--- config.mk ---
export PLATFORM = sky130hd
export DESIGN_NAME = hasio_enc_pipe
export DESIGN_NICKNAME = d
export VERILOG_FILES = /design/src/rtl/hasio_enc_pipe_pkg.sv /design/src/rtl/hasio_enc_pipe_coder.sv /design/src/rtl/hasio_enc_pipe.sv
export SDC_FILE = /design/constraint.sdc
export NUM_CORES = 1
export LEC_CHECK = 0
export CORE_MARGIN = 1
export CORE_UTILIZATION = 49
export CTS_BUF_LIST = sky130_fd_sc_hd__clkbuf_4 sky130_fd_sc_hd__clkbuf_8 sky130_fd_sc_hd__clkbuf_16
export DETAILED_ROUTE_END_ITERATION = 6
export PLACE_DENSITY_LB_ADDON = 0.3
export SLEW_MARGIN = 20
export SYNTH_ARGS = -nofsm -noshare
export SYNTH_HDL_FRONTEND = slang
export SYNTH_SLANG_ARGS = --single-unit
--- constraint.sdc ---
create_clock -name clk -period 2.7 [get_ports clk]
set_input_delay 0.405 -clock clk [delete_from_list [all_inputs] [get_ports clk]]
set_output_delay 0.405 -clock clk [all_outputs]
set_load 0.1 [all_outputs]
--- src/rtl/hasio_enc_pipe_pkg.sv ---
// Shared hasio definitions: check-width derivation and codeword bit-index helpers,
// common to the coder, this encoder pipe and the matching decoder.
package hasio_enc_pipe_pkg;

  // Hamming check bits plus one overall-parity bit.
  function automatic int hasio_pw(input int dw);
    return $clog2(1 + dw + $clog2(1 + dw)) + 1;
  endfunction

  // Hamming position (1-based) of data bit idx: the idx-th non-power-of-two >= 3.
  function automatic int hasio_data_pos(input int idx);
    int cnt;
    cnt = 0;
    for (int p = 3; p < 65536; p++) begin
      if ((p & (p - 1)) != 0) begin
        if (cnt == idx) return p;
        cnt++;
      end
    end
    return 0;
  endfunction

  // Next codeword index, wrapping at the codeword width n.
  function automatic int hasio_wrap_inc(input int pos, input int n);
    return (pos + 1 >= n) ? 0 : pos + 1;
  endfunction

endpackage

--- src/rtl/hasio_enc_pipe_coder.sv ---
// hasioCoder: combinational check generator. check[PW-2:0] are the Hamming
// parities, check[PW-1] is the overall parity across data and Hamming bits.
module hasioCoder
  import hasio_enc_pipe_pkg::*;
#(
  parameter int DW = 32,
  parameter int PW = hasio_pw(DW)
) (
  input  logic [DW-1:0] i_data,
  output logic [PW-1:0] o_check
);

  localparam int HW = PW - 1;

  logic [HW-1:0] w_pos [DW];
  logic [HW-1:0] w_ham;

  genvar gi;
  generate
    for (gi = 0; gi < DW; gi++) begin : g_pos
      localparam int POS = hasio_data_pos(gi);
      assign w_pos[gi] = POS[HW-1:0];
    end
  endgenerate

  // Syndrome of a set data bit is its Hamming position, so parities are XOR of positions.
  always_comb begin
    w_ham = '0;
    for (int i = 0; i < DW; i++) begin
      if (i_data[i]) w_ham = w_ham ^ w_pos[i];
    end
  end

  assign o_check = {(^i_data) ^ (^w_ham), w_ham};

endmodule

--- src/rtl/hasio_enc_pipe.sv ---
// hasio encoder pipe: one-cycle-latency encoder with output register, one-entry
// skid register, optional single/double bit-error injection and a transfer counter.
module hasio_enc_pipe
  import hasio_enc_pipe_pkg::*;
#(
  parameter int DW = 32,
  parameter int PW = hasio_pw(DW),
  parameter int CW = 16
) (
  input  logic                       clk,
  input  logic                       rst,
  input  logic                       in_valid,
  output logic                       in_ready,
  input  logic [DW-1:0]              in_data,
  input  logic                       inj_en,
  input  logic                       inj_dbl,
  input  logic [$clog2(DW+PW)-1:0]   inj_pos,
  output logic                       out_valid,
  input  logic                       out_ready,
  output logic [DW-1:0]              out_data,
  output logic [PW-1:0]              out_check,
  output logic [CW-1:0]              enc_count
);

  localparam int NW = DW + PW;
  localparam int PSW = $clog2(NW);

  // Handshake: a word moves on a port only in a cycle where valid && ready is high
  // at the rising edge; valid never waits on ready, and out_* hold while stalled.

  logic [PW-1:0]  w_check;
  logic [NW-1:0]  w_flip;
  logic [NW-1:0]  w_cw_in;
  logic [PSW-1:0] w_pos2;
  logic           w_in_fire;
  logic           w_out_fire;
  logic           w_out_free;

  logic           w_out_valid_nxt;
  logic [NW-1:0]  w_out_cw_nxt;
  logic           w_skid_valid_nxt;
  logic [NW-1:0]  w_skid_cw_nxt;

  logic           r_out_valid;
  logic [NW-1:0]  r_out_cw;
  logic           r_skid_valid;
  logic [NW-1:0]  r_skid_cw;
  logic           r_in_ready;
  logic [CW-1:0]  r_count;

  hasioCoder #(.DW(DW), .PW(PW)) u_coder (
    .i_data  (in_data),
    .o_check (w_check)
  );

  assign w_pos2 = PSW'(hasio_wrap_inc(int'(inj_pos), NW));

  // Injection is applied after check generation, so the flipped word is a real error.
  always_comb begin
    w_flip = '0;
    if (inj_en && (int'(inj_pos) < NW)) begin
      w_flip[inj_pos] = 1'b1;
      if (inj_dbl) w_flip[w_pos2] = 1'b1;
    end
  end

  assign w_cw_in = {w_check, in_data} ^ w_flip;

  // r_in_ready comes out of reset set; masking with rst keeps it low during reset
  // and lets it be high in the very first cycle after release.
  assign in_ready   = r_in_ready && !rst;
  assign out_valid  = r_out_valid && !rst;
  assign out_data   = r_out_cw[DW-1:0];
  assign out_check  = r_out_cw[NW-1:DW];
  assign enc_count  = r_count;

  assign w_in_fire  = in_valid && in_ready;
  assign w_out_fire = out_valid && out_ready;
  assign w_out_free = !r_out_valid || out_ready;

  // in_ready mirrors "skid empty", so an input transfer never coincides with a full skid.
  always_comb begin
    w_out_valid_nxt  = r_out_valid;
    w_out_cw_nxt     = r_out_cw;
    w_skid_valid_nxt = r_skid_valid;
    w_skid_cw_nxt    = r_skid_cw;
    if (w_out_free) begin
      if (r_skid_valid) begin
        w_out_valid_nxt  = 1'b1;
        w_out_cw_nxt     = r_skid_cw;
        w_skid_valid_nxt = 1'b0;
      end else if (w_in_fire) begin
        w_out_valid_nxt  = 1'b1;
        w_out_cw_nxt     = w_cw_in;
      end else begin
        w_out_valid_nxt  = 1'b0;
      end
    end else if (w_in_fire) begin
      w_skid_valid_nxt = 1'b1;
      w_skid_cw_nxt    = w_cw_in;
    end
  end

  always_ff @(posedge clk) begin
    if (rst) begin
      r_out_valid  <= 1'b0;
      r_out_cw     <= '0;
      r_skid_valid <= 1'b0;
      r_skid_cw    <= '0;
      r_in_ready   <= 1'b1;
      r_count      <= '0;
    end else begin
      r_out_valid  <= w_out_valid_nxt;
      r_out_cw     <= w_out_cw_nxt;
      r_skid_valid <= w_skid_valid_nxt;
      r_skid_cw    <= w_skid_cw_nxt;
      r_in_ready   <= !w_skid_valid_nxt;
      if (w_out_fire) r_count <= r_count + 1'b1;
    end
  end

endmodule

Yosys cells after proc, flatten, opt, wreduce, memory -nomap -nowiden --
Cells that the tools add are included.
Storage, ports and cells: register bits after elaboration 97, output and inout port bits 57
Operators by class: add/subtract/negate cells 2, $lt $le $gt $ge 6, multiplexer cells 45, bitwise operators 35, reductions and logical operators 16
Operators by type and width (count):
- 39-bit two-way mux | 4
- 5-bit two-way mux | 15
- 6-bit two-way mux | 7
- 3-bit inverter | 13
- 39-bit bitwise OR | 1
- 39-bit XOR | 1
- 32-bit parity | 1
- 4-bit two-way mux | 7
- 2-bit inverter | 12
- 4-bit inverter | 5
- 16-bit by 1-bit adder with 16-bit output, second input constant | 1
- 6-bit by 7-bit < comparator with 1-bit output, second input constant | 2
- 1-bit demux with 6-bit select | 2
- 6-bit by 1-bit >= comparator with 1-bit output, second input constant | 2
- 3-bit two-way mux | 3
- 6-bit by 1-bit adder with 7-bit output, second input constant | 1
- 7-bit by 6-bit >= comparator with 1-bit output, second input constant | 1
- 1-bit logical AND | 7
- 6-bit < comparator, second input constant | 1
- 1-bit two-way mux | 6
- 6-bit parity | 1
- 5-bit inverter | 1
- 2-bit AND reduction | 2
- 1-bit logical NOT | 3
- 5 further kinds | 5

Longest topological paths before layout --
depth in word-level cells 68, gate-level depth with buffers 13, depth with buffers taken out 11

Modules after synthesis --
Synthesis repeated with hierarchy kept, for this count alone.
Unflattened totals: cell total of the unflattened synthesis 866, area total of the unflattened synthesis 6792.8 um2
By module, submodules not included:
- hasio_enc_pipe | times used 1, cells an instance 810, area an instance 6029.5 um2
- hasioCoder | times used 1, cells an instance 56, area an instance 763.2 um2

Worst setup path before layout --
No wires, ideal clock.
path type input -> register, start point in inj_pos[0], end point reg r_out_cw[0], arrival time 2.851 ns, slack -0.237 ns, stages on the path 12, buffers on the path 2, path through buf_2 > buf_1 > inv_1 > ha_1 > o21bai_1 > a32oi_1 > o221ai_1 > or2_2 > a22oi_1 > xnor2_1 > mux2i_1 > a211oi_1
Between the ends: longest elaborated chain between the ends 13, elaborated cells on any way between the ends 21, those cells by class add/sub: 1; order compare: 6; mux: 9; bitwise: 2; reduce/logical: 3
RTL lines:
- start, declared | RTL line hasio_enc_pipe.sv:17 | input logic [$clog2(DW+PW)-1:0] inj_pos,
- 6-bit by 1-bit adder with 7-bit output | RTL line hasio_enc_pipe_pkg.sv:25 | return (pos + 1 >= n) ? 0 : pos + 1;
- 7-bit by 6-bit >= comparator with 1-bit output | RTL line hasio_enc_pipe_pkg.sv:25
- 6-bit two-way mux | RTL line hasio_enc_pipe_pkg.sv:25
- 6-bit by 7-bit < comparator with 1-bit output (not written as such) or 6-bit by 1-bit >= comparator with 1-bit output (tied branches) | RTL line hasio_enc_pipe.sv:63 | if (inj_dbl) w_flip[w_pos2] = 1'b1;
- 1-bit logical AND (not written as such) | RTL line hasio_enc_pipe.sv:63
- 1-bit two-way mux (not written as such) | RTL line hasio_enc_pipe.sv:63
- 1-bit demux with 6-bit select | RTL line hasio_enc_pipe.sv:63
- 39-bit bitwise OR (no source line)
- 39-bit two-way mux | RTL line hasio_enc_pipe.sv:63
- 39-bit two-way mux * | RTL line hasio_enc_pipe.sv:61 | if (inj_en && (int'(inj_pos) < NW)) begin
- 39-bit XOR * | RTL line hasio_enc_pipe.sv:67 | assign w_cw_in = {w_check, in_data} ^ w_flip;
- 39-bit two-way mux * | RTL line hasio_enc_pipe.sv:92 | end else if (w_in_fire) begin
- 39-bit two-way mux * | RTL line hasio_enc_pipe.sv:88 | if (r_skid_valid) begin
- end signal, assigned | RTL line hasio_enc_pipe.sv:114 | r_out_cw <= w_out_cw_nxt;
- end, declared | RTL line hasio_enc_pipe.sv:45 | logic [NW-1:0] r_out_cw;
Mark *: on every way between the ends. The rest lies on a longest branch, timed or not. The select of a mux whose other input is x is not followed. A chain may end at the register's enable or synchronous reset.

Worst setup path after layout --
start point in in_data[12], end point reg r_out_cw[38]
Between the ends: longest elaborated chain between the ends 38, elaborated cells on any way between the ends 42, those cells by class mux: 22; bitwise: 18; reduce/logical: 2
RTL lines:
- start, declared | RTL line hasio_enc_pipe.sv:14 | input logic [DW-1:0] in_data,
- 5-bit two-way mux | RTL line hasio_enc_pipe_coder.sv:30 | if (i_data[i]) w_ham = w_ham ^ w_pos[i];
- 3-bit inverter (no source line)
- 5-bit two-way mux | RTL line hasio_enc_pipe_coder.sv:30
- 2-bit inverter (no source line)
- 5-bit two-way mux | RTL line hasio_enc_pipe_coder.sv:30
- 3-bit inverter (no source line)
- 5-bit two-way mux | RTL line hasio_enc_pipe_coder.sv:30
- 3-bit inverter (no source line)
- [17 not listed]
- 5-bit inverter (no source line)
- 5-bit two-way mux | RTL line hasio_enc_pipe_coder.sv:30
- 6-bit two-way mux (6 in series) | RTL line hasio_enc_pipe_coder.sv:30
- 6-bit parity | RTL line hasio_enc_pipe_coder.sv:34 | assign o_check = {(^i_data) ^ (^w_ham), w_ham};
- 1-bit XOR * | RTL line hasio_enc_pipe_coder.sv:34
- 39-bit XOR * | RTL line hasio_enc_pipe.sv:67
- 39-bit two-way mux * | RTL line hasio_enc_pipe.sv:92
- 39-bit two-way mux * | RTL line hasio_enc_pipe.sv:88
Marks and branches as above.

==> results.md <==
- Status: finished with violations
- Failing checks: design-rule violations
- Wire per inst: 17.7 um
- Worst-Margin Slew: 1.02 ns
- Maximum VDD drop: 0.000651 V
- Worst skew pair latency: 0.36 ns
- Total track usage: 0.314
- Sw Share: 0.372
- Placed Cells: 1083
- P_sw: 1.80 mW
- Worst path top cell family by delay: XOR/XNOR gates
- CTS Buffer Depth: 2
- Worst Setup Path Type: in2reg
- Row count: 39
- Synth async-reset ratio: 0
- DRT Wirelength: 19.5 mm
- FILL cells: 879
- Fin area: 8380 sq um
- Crit path capture type: register
- Chip Width: 112 um
- # port buffers: 100
- Placed cell areas: 7760 sq um
- Initial DRC Count: 586
- Root Driver: clkbuf_16
- Slew headroom: 0.320
- Clock Power Share: 0.261
- Synth cell types: 55
- Core area: 11600 sq um
- Sequential element share of the synthesized area: 0.329
- Mapped Cells: 762
- Hold Buf Count CTS: 0
- WHS: 0.457 ns
- Final Hold Violating Endpoints: 0
- Part of the power in combinational logic: 0.420
- Number of flops mapped to enable cells by yosys: 0
- CTS tree: yes
- Antenna viol nets, final: 0
- Gr ovfl total: 0
- Nets: 1001
- Clk slew on worst S/H paths: 0.07 ns
- # diodes: 0
- Setup TNS: 0 ns
- CP Launch Type: input pin
- Routability cong.: 0.952
- Top_reg_cell synth: dfxtp_1
- Critical-path top delay cell: xnor3_2
- Required time worst endpoint: 2.96 ns
- Most Frequent Cell on Critical Path: xnor2_1
- Vias in the first global route: 6094
- Avg Cell Area, Syn: 7.75 sq um
- Setup violations, final: 0
- Clk sinks: 97
- Worst path arrival time: 2.90 ns
- Hpwl dp: 14.6 mm
- Minimum clock period: 2.64 ns
- Final std cells w/o fill: 1102
- DIE HEIGHT: 112 um
- CTS H-tree depth: 3
- Area grow syn2layout: 41.9%
- Pwr dens: 577 nW/um^2
- Ports: 101
- First-pass GRT wire length: 31.1 mm
- Layout cells sized above 1: 0.272
- Pins over their slew limit: 0
- Crit path buf inv count: 1
- TritonCTS buffer count: 9
- Initial antenna violation count: 0
- Final period utilization: 0.977
- TritonRoute pass-1 iters: 7
- Leak: 3.34 nW
- DR vias: 6327
- Layout Skew: 0.00778 ns
- Post-Synthesis Cell Area: 5910 sq um
- Critical Path Max Stage Delay: 0.51 ns
- Via density: 5.74
- Syn nets: 809
- Max Cap Violations: 0
- RSZ-0062 raised after global routing: true
- #FFs+latches synth: 97
- Internal: 3.04 mW
- Largest net degree at the start of global routing: 96
- Seq pwr share: 0.319
- Die Area: 12500 sq um
- Synth area leaders: dfxtp_1 (33%), xnor2_1 (11%), nand2_1 (6.4%), nor2_1 (6.1%), a21oi_1 (5.2%)
- Area leader, netlist: dfxtp_1
- Worst-path fanout max: 2
- DRC: 8
- Initial core utilization: 0.511
- HP Class: reg2reg
- Cells along the critical path: clkdlybuf4s50_1, xnor2_2, xnor2_1, xnor3_2, xnor2_4, xor2_2, xnor2_1, xnor2_1, nand2_1, a311oi_2
- Top achievable clock speed: 0.379 GHz
- Yosys top cell area share: 0.329
- Ys Warns: 0
power by group through the flow:
stage               combinational, mW  sequential, mW  clock, mW
floorplan                       0.947            1.91          0
global placement                 1.88            1.57          0
detailed placement               1.92            1.57          0
CTS                              1.95            1.54       1.28
global route                     2.15            1.55       1.33
finish                           2.03            1.54       1.26
worst min-delay path, delay by kind of cell (launching register included):
family | cells | cell delay (ns)
DFF | 1 | 0.31
AOI/OAI and AO/OA | 1 | 0.05
and+or+nand+nor | 1 | 0.05
cells in the final DEF, fill, tap and decap left out, types with 16 or more instances in the layout:
| cell | netlist | layout |
|---|---|---|
| nand3_1 | 19 | 18 |
| dfxtp_1 | 97 | 97 |
| a22oi_1 | 19 | 16 |
| xor2_1 | 34 | 28 |
| a21oi_1 | 61 | 56 |
| clkdlybuf4s50_1 | 0 | 27 |
| buf_4 | 0 | 186 |
| a211oi_1 | 33 | 32 |
| nor2_1 | 96 | 94 |
| xnor2_1 | 76 | 68 |
| o21ai_0 | 30 | 28 |
| nand2_1 | 101 | 101 |
synth_stat cells (4+ instances only):
master and count:
a211oi_1 33, xnor2_1 76, dfxtp_1 97, o22ai_1 5, o2111ai_1 4, and2_1 6
a32oi_1 5, buf_1 4, nor2_1 96, o21a_1 7, and3_1 8, a21oi_1 61
o21ai_0 30, clkbuf_1 45, inv_1 7, or3_1 6, or2_2 6, xor2_1 34
nand2_1 101, nand3_1 19, a22oi_1 19, nand2b_1 4, o211ai_1 14, nor4_1 4
nor2b_1 7, nor3_1 4, a21o_1 14, nand4_1 4
flip-flops by register name, summed over array words and instances (netlist names):
register / count
r_out_cw: 39
r_skid_cw: 39
enc_count: 16
r_in_ready: 1
r_out_valid: 1
r_skid_valid: 1
per-stage QoR:
stage | setup slack, ns | total power, mW | util
2_1_floorplan | -0.0364 | 2.86 | -
3_3_place_gp | -0.497 | 3.45 | 0.671
3_5_place_dp | -0.606 | 3.49 | 0.671
4_1_cts | 0.00858 | 4.76 | 0.703
5_1_grt | -0.0199 | 5.02 | 0.725
6_report | 0.0633 | 4.83 | 0.725
logic make-up (layout without fill, tap and decap cells):
kind of cell | Yosys count | count (layout) | share of synthesized area
AND/OR/NAND/NOR | 271 | 271 | 0.200
adder cells (fa/ha/maj) | 3 | 3 | 0.00636
flip-flops | 97 | 97 | 0.329
AO/OA/AOI/OAI | 213 | 213 | 0.236
buffers and inverters | 60 | 257 | 0.0392
multiplexers | 2 | 2 | 0.00339
XOR/XNOR | 116 | 116 | 0.186
per-layer routing:
metal / routed length, um / GRT usage / part of all wire / vias to the layer above
li1: - / - / - / 3027
met1: 8360 / 0.404 / 0.43 / 3020
met2: 9590 / 0.537 / 0.49 / 244
met3: 1180 / 0.0533 / 0.060 / 36
met4: 416 / 0.0937 / 0.021 / 0
met5: 0 / 0 / 0 / -
cell type report:
cell class                 count  area (sq um)  area share
clock inverter                 6          58.8     0.00702
tap                          143           179      0.0214
sequential                    97          1940       0.232
timing repair buffer         233          1920       0.229
multi-input combinational    605          4010       0.479
inverter                       8          30.0     0.00358
clock buffer                  10           239      0.0285
path summary, 6_finish.rpt:
| path | startpoint | endpoint | slack [ns] | cells after the start |
|---|---|---|---|---|
| hold / removal | r_out_cw[35] | r_out_cw[35] | 0.46 | 2 |
| setup / recovery | in_data[12] | r_out_cw[38] | 0.06 | 10 |
| hold reg to reg | r_out_cw[35] | r_out_cw[35] | 0.46 | 2 |
| setup reg to reg | enc_count[3] | enc_count[15] | 0.76 | 9 |
repair_timing:
action / 4_1_cts / 5_1_grt
setup buffers: 1 / 2
gates resized for setup: 15 / 49
setup endpoints to repair: 24 / 51
pin swaps: 3 / 24
(Power assumes the default switching activity.)
==> RTL edit 1: new RTL, same settings <==
`DW` is set to 32 in 2 places; all go to 64.
--- a/src/rtl/hasio_enc_pipe_coder.sv
+++ b/src/rtl/hasio_enc_pipe_coder.sv
@@ -4,5 +4,5 @@
   import hasio_enc_pipe_pkg::*;
 #(
-  parameter int DW = 32,
+  parameter int DW = 64,
   parameter int PW = hasio_pw(DW)
 ) (
--- a/src/rtl/hasio_enc_pipe.sv
+++ b/src/rtl/hasio_enc_pipe.sv
@@ -4,5 +4,5 @@
   import hasio_enc_pipe_pkg::*;
 #(
-  parameter int DW = 32,
+  parameter int DW = 64,
   parameter int PW = hasio_pw(DW),
   parameter int CW = 16
Ports: changed (resized in_data, inj_pos, out_check and out_data); port bits go from 101 to 167. No check against the original RTL was run, so the function may have changed too.
==> RTL edit 1 against the original RTL <==
The flow finishes with violations (setup timing). Final cell count increased by 71%. Non-clock buffer count increased by 162. Highest routed layer unchanged. Worst setup slack got worse by 0.18 ns. Area after synthesis increased by 69%. Clock power increased by 96%. Sequential cell count increased by 66. Wire length increased by 82%. Final area increased by 71%. Total power increased by 94%. First-iteration DRC count increased by 41%. Count of clock-buffer cells in the layout increased by 7. Register-to-register slack got worse by 0.07 ns. Combinational power increased by 110%.
==> RTL edit 1: results (changes against the original RTL) <==
grt_start_max_net_pins: 110  # +15%
viasPerCell: 5.60  # -2.4%
min_to: "r_in_ready$_SDFF_PP1_"
place_hpwl_mm: 25.6  # +76%
wirelength_mm: 35.5  # +82%
ys_seq_area_share_pct: 32.8  # -0.11 points
nets: 1688  # +69%
crit_arrival_ns: 3.09  # +0.19 ns
synth_cell_types: 62  # +13%
syn-num-nets: 1367  # +69%
grt_pass1_vias: 9997  # +64%
drt_iter0_markers: 829  # +41%
p_leak_nw: 5.84  # +75%
violations: "setup timing"
crit_fanout: 2  # unchanged
cts-root-buf: "clkbuf_16"
finalSetupTns_ns: -0.174  # -0.174 ns
drive_above_1_share_pct: 28.4  # +1.2 points
num-fill-cells: 1540  # +75%
vdd_ir_drop_max_mv: 0.594  # -8.8%
clk_latency_ns: 0.44  # +0.08 ns
hp-class: "input port to register"
numCtsBuffers: 17  # +8
htreeDepth: 4  # +1
hold_depth: 3  # +1
outcome: "finished, violations left"
hold_slack_ns: 0.358  # -0.0988 ns
grt_usage_pct: 34.2  # +2.8 points
slowest_stage: "xnor3_1"
firstDrtPassIters: 5  # -2
place.gp.congestion: 0.998  # +4.9%
finalWorstSetupSlack_ns: -0.118  # -0.181 ns
clock_skew_ns: 0.0164  # +0.00866 ns
netlist_top_cells_area: "dfxtp_1, xnor2_1, a21oi_1, nor2_1, nand2_1"
placed_area_sq_mm: 0.0132  # +70%
io_buffer_count: 166  # +66%
setup_viol: 2  # +2
RTL edit 1: cell count changes after synthesis, moves of 36 or more:
cell / unedited run / this run
a21oi_1: 61 / 124
nand2_1: 101 / 156
dfxtp_1: 97 / 163
xnor2_1: 76 / 136
inv_1: 7 / 43
nor2_1: 96 / 158
RTL edit 1: worst max-delay path, delay by kind of cell:
kind	cells	cell delay [ns]
AOI/OAI and AO/OA	2	0.24
xor gates and xnor gates	7	1.96
buffers and inverters	1	0.49
RTL edit 1: worst max path at each step:
stage | from | to | slack [ns] | cells past startpoint
after global routing | in_data[21] | r_out_cw[71]$_SDFFE_PP0P_ | -0.22 | 11
after detailed placement | inj_pos[1] | r_skid_cw[5]$_SDFFE_PP0P_ | -0.81 | 12
after floorplan | inj_pos[2] | r_out_cw[69]$_SDFFE_PP0P_ | 0.01 | 12
after global placement | inj_pos[1] | r_out_cw[38]$_SDFFE_PP0P_ | -0.99 | 12
after CTS | in_data[29] | r_out_cw[66]$_SDFFE_PP0P_ | 0.005 | 12
final | in_data[0] | r_out_cw[71]$_SDFFE_PP0P_ | -0.12 | 10
RTL edit 1: per-stage QoR:
step | setup slack (ns) | cells
2_1_floorplan | 0.0134 | 1287
3_3_place_gp | -0.987 | 1845
3_5_place_dp | -0.812 | 1845
4_1_cts | 0.00486 | 1881
5_1_grt | -0.217 | 1886
6_report | -0.118 | 1886
RTL edit 1: timing repair:
item,CTS,global route
endpoints found under the setup margin,135,99
cloned,0,0
setup buffers,4,5
gates resized for setup,99,68
pin swaps,32,41
RTL edit 1: cells by family (layout without fill, tap and decap cells):
family	after synthesis	after routing	synth area share (%)
muxes	2	2	0.339
and+or+nand+nor	438	438	19.3
xor gates and xnor gates	206	206	20.8
AOI/OAI and AO/OA	338	338	21.0
buffers and inverters	137	471	5.45
DFF	163	163	32.8
adders and majority gates	3	3	0.377
RTL edit 1: layout make-up:
cell class | count | area (sq um) | area share [%]
Clock buffer | 17 | 425 | 2.97
Tap cell | 265 | 332 | 2.31
Clock inverter | 15 | 190 | 1.33
Multi-Input combinational cell | 987 | 6690 | 46.6
Timing Repair Buffer | 395 | 3280 | 22.8
Sequential cell | 163 | 3270 | 22.8
Inverter | 44 | 165 | 1.15
RTL edit 1: report_power, final:
part	internal, W	switching (W)
clock network	0.00126	0.00121
registers	0.00252	0.0000633
logic	0.00201	0.00230
total	0.00579	0.00357
RTL edit 1: metal layers:
metal / routed length (microns) / track usage, %
met5: 0 / 0
met4: 1330 / 15.0
met3: 2190 / 4.34
met2: 17000 / 57.0
met1: 15000 / 44.1
==> RTL edit 2: new RTL, same flow settings <==
Without the edit above. Make the reset (`rst`) asynchronous in one clocked block.
--- a/src/rtl/hasio_enc_pipe.sv
+++ b/src/rtl/hasio_enc_pipe.sv
@@ -102,5 +102,5 @@
   end
 
-  always_ff @(posedge clk) begin
+  always_ff @(posedge clk or posedge rst) begin
     if (rst) begin
       r_out_valid  <= 1'b0;
Behaviour: differs if rst is asserted again (counterexample within 4 cycles, from zero or initial values and one cycle with rst high); with rst held inactive, the same outputs for 4 cycles.
==> RTL edit 2 against the original RTL <==
Sequential power grew 36%. Maximum frequency up 2.4%. Final area increased by 1.2%. Sequential cell count stayed put. Wire length up 2.5%. Worst setup slack better by 0.063 ns. Count of clock-buffer cells in the layout fell by 1. Register-to-register slack lost 0.11 ns. Synthesized cell count shrank 4.5%. Area after synthesis up 6.4%. Sequential share of layout area grew 5.5 points. Clock skew grew 0.0019 ns. Total power rose by 44%. Critical path type unchanged.
==> RTL edit 2: results (changes against the original RTL) <==
grt_usage_pct: 30.6  # -0.74 points
vias: 6105  # -3.5%
post_cts_buffers: 0  # -1
placed_area_sq_mm: 0.00809  # +4.3%
ys_top_cells_by_count: "dfrtp_1, nand2_1, xnor2_1"
firstDrtPassIters: 5  # -2
p_leak_nw: 3.72  # +11%
drt_iter0_markers: 553  # -5.6%
ys_seq_area_share_pct: 38.6  # +5.8 points
p_sw_share_pct: 47.3  # +10 points
nets: 947  # -5.4%
wl_met2_mm: 9.91  # +3.4%
use_met1_pct: 40.1  # -0.22 points
drive_above_1_share_pct: 23.0  # -4.2 points
syn_area_per_cell_sq_um: 8.63  # +11%
outcome: "complete, no violations"
met2_usage_pct: 51.2  # -2.5 points
wl_per_cell_microns: 18.6  # +4.9%
netlist_top_cells_area: "dfrtp_1, xnor2_1, nand2_1, o21ai_0, and3_1"
clock_skew_ns: 0.00968  # +0.00190 ns
grt_start_max_net_pins: 98  # +2.1%
async_flop_share_pct: 100  # +100 points
relSlewSlack_pct: 48.8  # +17 points
rr_startpoint: "r_in_ready$_DFF_PP1_"
vdd_ir_drop_max_mv: 0.634  # -2.6%
r2r_slack_ns: 0.65  # -0.11 ns
antenna_cells: 0  # unchanged
crit_fanout: 9  # +7
synth_cell_types: 58  # +5.5%
cp-endpoint: "r_out_cw[3]$_DFFE_PP0P_"
grt_use_met3_pct: 5.64  # +0.31 points
met3_length_microns: 992  # -16%
crit_arrival_ns: 2.81  # -0.09 ns
worstSetupStartpoint: "inj_pos[1]"
syn-num-nets: 775  # -4.2%
grt_pass1_wl_mm: 30.4  # -2.1%
wirelength_mm: 20.0  # +2.5%
dp.cells: 1061  # -2.0%
-- RTL edit 2: cell count changes after synthesis, sizes merged, moves of 27 or more --
cell,before,now
a211oi,34,4
a21oi,61,34
dfrtp,0,96
dfxtp,97,0
nor2,96,50
o21ai,33,60
-- RTL edit 2: power groups by stage --
stage	registers [W]	logic [W]	clock network (W)
3_3_place_gp	0.00209	0.00337	0
3_5_place_dp	0.00212	0.00342	0
2_1_floorplan	0.00356	0.00103	0
6_report	0.00210	0.00344	0.00144
5_1_grt	0.00214	0.00361	0.00149
4_1_cts	0.00210	0.00344	0.00144
-- RTL edit 2: per-stage QoR --
| step | setup slack (ns) | power, W |
|---|---|---|
| 2_1_floorplan | -0.0437 | 0.00459 |
| 3_3_place_gp | -0.339 | 0.00546 |
| 3_5_place_dp | -0.422 | 0.00554 |
| 4_1_cts | 0.00986 | 0.00697 |
| 5_1_grt | 0.0122 | 0.00724 |
| 6_report | 0.126 | 0.00698 |
-- RTL edit 2: worst max-delay path, stage by stage --
cell and delay [ns]:
clkdlybuf4s50_1 0.51, buf_4 0.18, and3_2 0.26, buf_4 0.14
a31o_2 0.16, nand3_1 0.15, o31ai_1 0.38, a21boi_0 0.24
o31ai_1 0.27, o21ai_0 0.10
-- RTL edit 2: worst min path at each step --
stage	start	to	cells after the start	slack (ns)
after floorplan	r_skid_cw[36]$_DFFE_PP0P_	r_skid_cw[36]$_DFFE_PP0P_	2	0.44
after global placement	r_skid_cw[0]$_DFFE_PP0P_	r_skid_cw[0]$_DFFE_PP0P_	2	0.45
after detailed placement	r_skid_cw[36]$_DFFE_PP0P_	r_skid_cw[36]$_DFFE_PP0P_	2	0.46
after CTS	r_skid_cw[36]$_DFFE_PP0P_	r_skid_cw[36]$_DFFE_PP0P_	2	0.48
after global routing	enc_count[15]$_DFFE_PP0P_	enc_count[15]$_DFFE_PP0P_	1	0.48
final	r_skid_cw[15]$_DFFE_PP0P_	r_skid_cw[15]$_DFFE_PP0P_	2	0.47
-- RTL edit 2: repair_timing --
action	in CTS	in global routing
gates resized for setup	3	11
endpoints found under the setup margin	3	19
pin swaps	1	3
-- RTL edit 2: cell type report --
type,instances,area (sq um)
Fill cell,1041,4090
Multi-Input combinational cell,573,3680
Sequential cell,97,2430
Timing Repair Buffer,212,1790
Clock buffer,9,225
Tap cell,172,215
Clock inverter,7,111
Inverter,7,30.0
-- RTL edit 2: cell families (layout without fill, tap and decap cells) --
kind of cell / Yosys count / in the layout / synth area share, %
simple gates: 294 / 294 / 22.9
compound gates: 164 / 164 / 16.7
xor+xnor: 102 / 102 / 15.8
flops: 97 / 97 / 38.6
buf+inv: 58 / 235 / 3.74
mux: 10 / 10 / 1.61
fa+ha+maj: 3 / 3 / 0.597
